--- config.mk ---
export PLATFORM = sky130hd
export DESIGN_NAME = conv11_ctrl
export DESIGN_NICKNAME = d
export VERILOG_FILES = /design/src/rtl/conv11_ctrl.sv
export SDC_FILE = /design/constraint.sdc
export NUM_CORES = 1
export LEC_CHECK = 0
export ABC_AREA = 1
export BUFFER_PORTS_ARGS = -buffer_cell sky130_fd_sc_hd__buf_2
export CELL_PAD_IN_SITES_DETAIL_PLACEMENT = 0
export CELL_PAD_IN_SITES_GLOBAL_PLACEMENT = 1
export CORE_MARGIN = 1
export CORE_UTILIZATION = 42
export DETAILED_ROUTE_END_ITERATION = 10
export GPL_ROUTABILITY_DRIVEN = 0
export PLACE_DENSITY_LB_ADDON = 0.15
export SYNTH_ARGS = -nofsm -noshare
export SYNTH_HDL_FRONTEND = slang
export SYNTH_SLANG_ARGS = --single-unit
--- constraint.sdc ---
create_clock -name clk -period 2.2 [get_ports clk]
set_clock_uncertainty 0.05 [all_clocks]
set_input_delay 0.22 -clock clk [delete_from_list [all_inputs] [get_ports clk]]
set_output_delay 0.22 -clock clk [all_outputs]
set_load 0.02 [all_outputs]
--- src/rtl/conv11_ctrl.sv ---
// Sequencer for the 1x1 conv datapath: loops output channels, streams pixels, writes results.
// Optional CONV11_PAUSE_EN adds a pause input that stalls pixel reads during RUN.
//
// state | meaning
// IDLE  | waiting for start
// LOAD  | param RAM read for current channel
// RUN   | one pixel read per cycle (unless paused)
// DRAIN | 2 cycles, no reads, in-flight pixels finish with stable params
// DONE  | done pulse, channel index returns to 0
module conv11_ctrl #(
  parameter int IMG_W      = 28,
  parameter int IMG_H      = 28,
  parameter int OUT_CH     = 8,
  parameter int ADDR_WIDTH = 16,
  parameter int CH_WIDTH   = 4,
  parameter int DATA_WIDTH = 8
) (
`ifdef CONV11_PAUSE_EN
  input  logic                  pause,
`endif
  input  logic                  clk,
  input  logic                  rst,
  input  logic                  start,
  output logic                  busy,
  output logic                  done,
  output logic                  w_rd_en,
  output logic [CH_WIDTH-1:0]   w_addr,
  output logic                  in_rd_en,
  output logic [ADDR_WIDTH-1:0] in_addr,
  output logic                  conv11_en,
  input  logic                  calc_valid,
  input  logic [DATA_WIDTH-1:0] calc_result,
  output logic                  out_wr_en,
  output logic [ADDR_WIDTH-1:0] out_addr,
  output logic [DATA_WIDTH-1:0] out_data
);

  localparam int N = IMG_W * IMG_H;
  localparam logic [ADDR_WIDTH-1:0] N_W     = ADDR_WIDTH'(N);
  localparam logic [ADDR_WIDTH-1:0] LAST_P  = ADDR_WIDTH'(N - 1);
  localparam logic [CH_WIDTH-1:0]   LAST_CH = CH_WIDTH'(OUT_CH - 1);

  typedef enum logic [2:0] {
    IDLE  = 3'd0,
    LOAD  = 3'd1,
    RUN   = 3'd2,
    DRAIN = 3'd3,
    DONE  = 3'd4
  } state_t;

  state_t                state, next_state;
  logic [CH_WIDTH-1:0]   ch;
  logic [ADDR_WIDTH-1:0] p;
  logic [ADDR_WIDTH-1:0] base;
  logic                  drain_cnt;
  logic [ADDR_WIDTH-1:0] addr_d1, addr_d2;
  logic                  stall;

`ifdef CONV11_PAUSE_EN
  assign stall = pause;
`else
  assign stall = 1'b0;
`endif

  always_ff @(posedge clk or posedge rst) begin
    if (rst) state <= IDLE;
    else     state <= next_state;
  end

  always_comb begin
    next_state = state;
    busy       = 1'b0;
    done       = 1'b0;
    w_rd_en    = 1'b0;
    in_rd_en   = 1'b0;
    case (state)
      IDLE: begin
        if (start) next_state = LOAD;
      end
      LOAD: begin
        busy       = 1'b1;
        w_rd_en    = 1'b1;
        next_state = RUN;
      end
      RUN: begin
        busy = 1'b1;
        if (!stall) begin
          in_rd_en = 1'b1;
          if (p == LAST_P) next_state = DRAIN;
        end
      end
      DRAIN: begin
        busy = 1'b1;
        if (drain_cnt == 1'b0) next_state = (ch == LAST_CH) ? DONE : LOAD;
      end
      DONE: begin
        done       = 1'b1;
        next_state = IDLE;
      end
      default: next_state = IDLE;
    endcase
  end

  // Channel base advances by N per channel so out_addr = ch*N + p needs no multiplier.
  always_ff @(posedge clk or posedge rst) begin
    if (rst) begin
      ch        <= '0;
      p         <= '0;
      base      <= '0;
      drain_cnt <= 1'b0;
    end else begin
      if (in_rd_en) p <= (p == LAST_P) ? '0 : p + ADDR_WIDTH'(1);
      if (state == RUN && next_state == DRAIN)
        drain_cnt <= 1'b1;
      else if (state == DRAIN && drain_cnt != 1'b0)
        drain_cnt <= drain_cnt - 1'b1;
      if (state == DRAIN && drain_cnt == 1'b0 && ch != LAST_CH) begin
        ch   <= ch + CH_WIDTH'(1);
        base <= base + N_W;
      end
      if (state == DONE) begin
        ch   <= '0;
        base <= '0;
      end
    end
  end

  // Address pipe follows the read -> enable -> valid chain so it stays aligned under pause.
  always_ff @(posedge clk or posedge rst) begin
    if (rst) begin
      conv11_en <= 1'b0;
      addr_d1   <= '0;
      addr_d2   <= '0;
    end else begin
      conv11_en <= in_rd_en;
      if (in_rd_en)  addr_d1 <= base + p;
      if (conv11_en) addr_d2 <= addr_d1;
    end
  end

  assign w_addr    = ch;
  assign in_addr   = p;
  assign out_addr  = addr_d2;
  assign out_data  = calc_result;
  assign out_wr_en = calc_valid & busy;

endmodule
# Word-level counts from Yosys, hierarchy flattened
# Cells that the tools add are included.
[totals] mem_bits_ro=0 reg_bits=73 mem_bits_rw=0 latchBits=0 memories=0 inputBits=12
[classes] n_addsub=5 magnitude_cmp=0 bitwise=2 muxes=16 n_mul=0 eq_ne=8 shifts=0 n_reduce_logical=8 n_div=0
[op_table] op="$mux 16" n=3
[op_table] op="$add 16x1->16 const B" n=1
[op_table] op="$add 16x10->16 const B" n=1
[op_table] op="$add 16x16->16" n=1
[op_table] op="$eq 16x10->1 const B" n=1
[op_table] op="$mux 3" n=4
[op_table] op="$pmux 3 s4" n=1
[op_table] op="$eq 3x2->1 const B" n=3
[op_table] op="$mux 4" n=2
[op_table] op="$mux 1" n=6
[op_table] op="$add 4x1->4 const B" n=1
[op_table] op="$eq 4x3->1 const B" n=1
[op_table] op="$logic_and 1x1->1" n=4
[op_table] op="$ne 4x3->1 const B" n=1
[op_table] op="$reduce_bool 2->1" n=2
[op_table] op="$eq 3x1->1 const B" n=1
[op_table] op="$eq 3x3->1 const B" n=1
[op_table] op="$logic_not 3->1" n=1
[op_table] op="$reduce_or 3->1" n=1
[op_table] op="$and 1x1->1" n=1
[op_table] op="$not 1->1" n=1
[op_table] op="$sub 1x1->1 const B" n=1

# Longest topological paths before layout
[depth] depth_word=7 mapped_depth=10

# Worst setup path after synthesis
# Ideal clock, no wire load.
[synth_timing] path_type="register -> register" start="register p[6], in the netlist in_addr[6]" end="register addr_d1[9]" period_less_slack_ps=1775 t_required_ps=2032 stages_incl_launch_ff=9 arrival_time_ps=1608 path_buffers=0 slack_ps=425 setup_ps=118 path_cell_list="dfrtp_1 > ha_1 > nand2_1 > nand3_1 > nand2_1 > nand2_1 > or2_2 > nand3_1 > nand2_1"
[synth_via] elab_chain_cells=1
[synth_rtl] item="from (decl)" line_no="53" text="logic [ADDR_WIDTH-1:0] p;"
[synth_rtl] item="from (signal assigned)" line_no="112" text="if (in_rd_en) p <= (p == LAST_P) ? '0 : p + ADDR_WIDTH'(1);"
[synth_rtl] item="$add 16x16->16" line_no="136" text="if (in_rd_en) addr_d1 <= base + p;"
[synth_rtl] item="to (signal assigned)" line_no="136"
[synth_rtl] item="to (decl)" line_no="56" text="logic [ADDR_WIDTH-1:0] addr_d1, addr_d2;"
# Every way passes these cells.
# A chain may end at the register's enable or synchronous reset.

# Worst setup path after layout
[layout_timing] start="register state[2]" end="output port in_rd_en"
[layout_via] elab_chain_cells=2
[layout_rtl] item="from (decl)" line_no="51" text="state_t state, next_state;"
[layout_rtl] item="from (signal assigned)" line_no="67" text="else state <= next_state;"
[layout_rtl] item="$eq 3x2->1" line_no="76" text="case (state)"
[layout_rtl] item="$mux 1" line_no="76"
[layout_rtl] item="to (decl)" line_no="28" text="output logic in_rd_en,"
# Every way passes these cells.

==> impl_metrics.tcl <==
set metrics [dict create \
    outcome "finished with violations" \
    violations "DRC" \
    post_cts_resized 0 \
    cp.arrival_ns 1.63 \
    hold_depth 5 \
    slew_headroom 0.575 \
    cts.clk_slew.worst_paths_ns 0.07 \
    drc_errors 16 \
    cp_max_fo 25 \
    yosys_warnings 0 \
    track_usage 0.196 \
    clkSinkCount 69 \
    powerDensity_nw_per_um2 587 \
    setup_viol 0 \
    min_to "state[0]" \
    peakVddDrop_mv 0.302 \
    grt_pass1_wl_um 14700 \
    syn_avg_cell_area_sq_um 8.23 \
    cts_setup_buffers 0 \
    min-delay-start "start" \
    cts_hold_buf 1 \
    finalSetupTns_ns 0 \
    whs_ns 0.218 \
    grt_pass1_vias 3012 \
    ant_nets 0 \
    fillers 853 \
    cts-htree-levels 3 \
    timing.fmax_mhz 527 \
    coreArea_sq_um 8810 \
    routed_wl_um 8460 \
    drv_cap 0 \
    final_hold_viol_count 0 \
    regArea_sq_um 1730 \
    critPathCaptureType "output pin" \
    multi_input_area_sq_um 1810 \
    synth-seq-cells 69 \
    drive_above_1_share 0.210 \
    clk_latency_ns 0.35 \
    cts_tree "yes" \
    worstPathRequired_ns 1.93 \
    antenna_found_initial 0 \
    dpl.hpwl_um 6370 \
    num-nets-final 545 \
    post_dp_cell_area_sq_um 4200 \
    synth_area_sq_um 3840 \
    cts_buffers 9 \
    die_y_um 97.6 \
    slew_viol_final 0 \
    die_w_um 97.6 \
    port-buffer-count 45 \
    ys_seq_area_frac 0.450 \
    period_needed_ns 1.90 \
    reg2reg_to "addr_d1[9]" \
    synth_nets 493 \
    start_kind "flip-flop" \
    tightestPinTransition_ns 0.638 \
    finalCritPeriodShare 0.863 \
    initial_core_util 0.436 \
    dr.pass1.iters 10 \
    rsz0062_at_grt "false" \
    rr_worst_depth 8 \
    clock_path_buffers 2 \
    reg2reg_setup_slack_ns 0.38 \
    vias 3104 \
    fin_area_sq_um 4460 \
    finalPower_mw 2.62 \
    antennaDiodeCount 0 \
    p_leak_nw 2.34 \
    route.detailed.wl_per_inst_um 13.4 \
    path_class "flip-flop to output pin" \
    via_per_inst 4.91 \
    gr-total-overflow 0 \
    drt_iter0_drc 141 \
    num_io_pins 62 \
    dieArea_sq_um 9530 \
    cts_root_buf "clkbuf_8" \
    grt_start_max_net_pins 70 \
    synth_cell_types 32 \
    syn_inst 467 \
    hold_path.class "input port to flip-flop" \
    area_growth_pct 16.2 \
    reg2reg_from "in_addr[6]" \
    fp-row-count 34 \
]
==> area by class of cell <==
type | count | area share
tap | 108 | 0.0303
clock inverter | 5 | 0.0238
sequential | 69 | 0.387
clock buffer | 11 | 0.0339
inverter | 54 | 0.0454
multi-input combinational | 328 | 0.406
timing repair buffer | 57 | 0.0740
==> registers in the layout, indices dropped and copies added (netlist names) <==
signal,cells
in_addr,16
addr_d1,16
base,12
state,3
conv11_en,1
drain_cnt,1
w_addr,4
out_addr,16
==> stage by stage <==
step / cells / setup slack (ns) / util
after floorplan: 467 / 0.190 / -
after global placement: 615 / 0.435 / 0.477
after detailed placement: 615 / 0.405 / 0.477
after CTS: 632 / 0.247 / 0.507
after global routing: 632 / 0.176 / 0.507
final: 632 / 0.302 / 0.507
==> report_power, final <==
| group | internal [mW] | total [mW] | switching (mW) | leakage [nW] |
|---|---|---|---|---|
| Sequential | 1.27 | 1.27 | 0 | 0.901 |
| Combinational | 0.00807 | 0.0356 | 0.0275 | 1.31 |
| Clock | 0.817 | 1.32 | 0.499 | 0.126 |
| Total | 2.09 | 2.62 | 0.527 | 2.34 |
==> worst max-delay path, cell delays in order (launching register included) <==
cell and delay, ns:
dfrtp_1 0.45, inv_2 0.11, nand3_4 0.11, inv_2 0.35, buf_2 0.25
==> worst max path at each step <==
stage                    start  depth (start not counted)         end  slack (ns)
floorplan                  rst                          1  addr_d1[0]        0.19
global placement    in_addr[6]                          8  addr_d1[9]        0.43
detailed placement  in_addr[6]                          8  addr_d1[9]        0.40
CTS                   state[2]                          4    in_rd_en        0.25
global route          state[2]                          4    in_rd_en        0.18
finish                state[2]                          4    in_rd_en        0.30
==> cells by family after synthesis <==
family	synth area share
xor+xnor	0.0251
buf+inv	0.0788
flops	0.450
fa+ha+maj	0.0456
mux	0.0495
compound gates	0.0590
simple gates	0.293
==> layer usage <==
metal / track usage / vias to the layer above / wire [um]
met5: 0 / - / 0
met4: 0.0816 / 0 / 116
met3: 0.0309 / 13 / 296
met2: 0.313 / 56 / 3930
met1: 0.264 / 1409 / 4110
li1: - / 1626 / -
==> cell usage in the layout, fill, tap and decap left out, types with 10 or more instances in the layout <==
cell type	instances
buf_2	45
ha_1	14
o21ai_0	26
nand4_1	14
nand3_1	43
a21oi_1	15
mux2_2	16
nor2_1	40
dfrtp_1	69
nand2_1	117
buf_4	10
inv_1	48
clkbuf_8	11
==> synth_stat cells <==
library cell  count  area (sq um)
nand2_1         117           439
dfrtp_1          69          1730
inv_1            49           184
nand3_1          43           215
nor2_1           40           150
o21ai_0          26           130
mux2_2           16           180
a21oi_1          15          75.1
ha_1             14           175
nand4_1          14          87.6
buf_4             9          67.6
nor3_1            8          40.0
xnor2_1           6          52.6
buf_2             5          25.0
inv_2             5          18.8
xor2_1            5          43.8
nor2_4            3          33.8
nor3_2            3          30.0
buf_1             2          7.51
nand2_2           2          12.5
nand3_2           2          20.0
nand3_4           2          35.0
nand3b_1          2          15.0
nor2_2            2          12.5
a211o_1           1          8.76
and3_1            1          6.26
mux2i_1           1          10.0
nand4_2           1          12.5
nor3b_1           1          7.51
o21ai_1           1          5.00
o21bai_1          1          7.51
or2_2             1          6.26
Note: power is estimated with default switching activity, not from simulation.
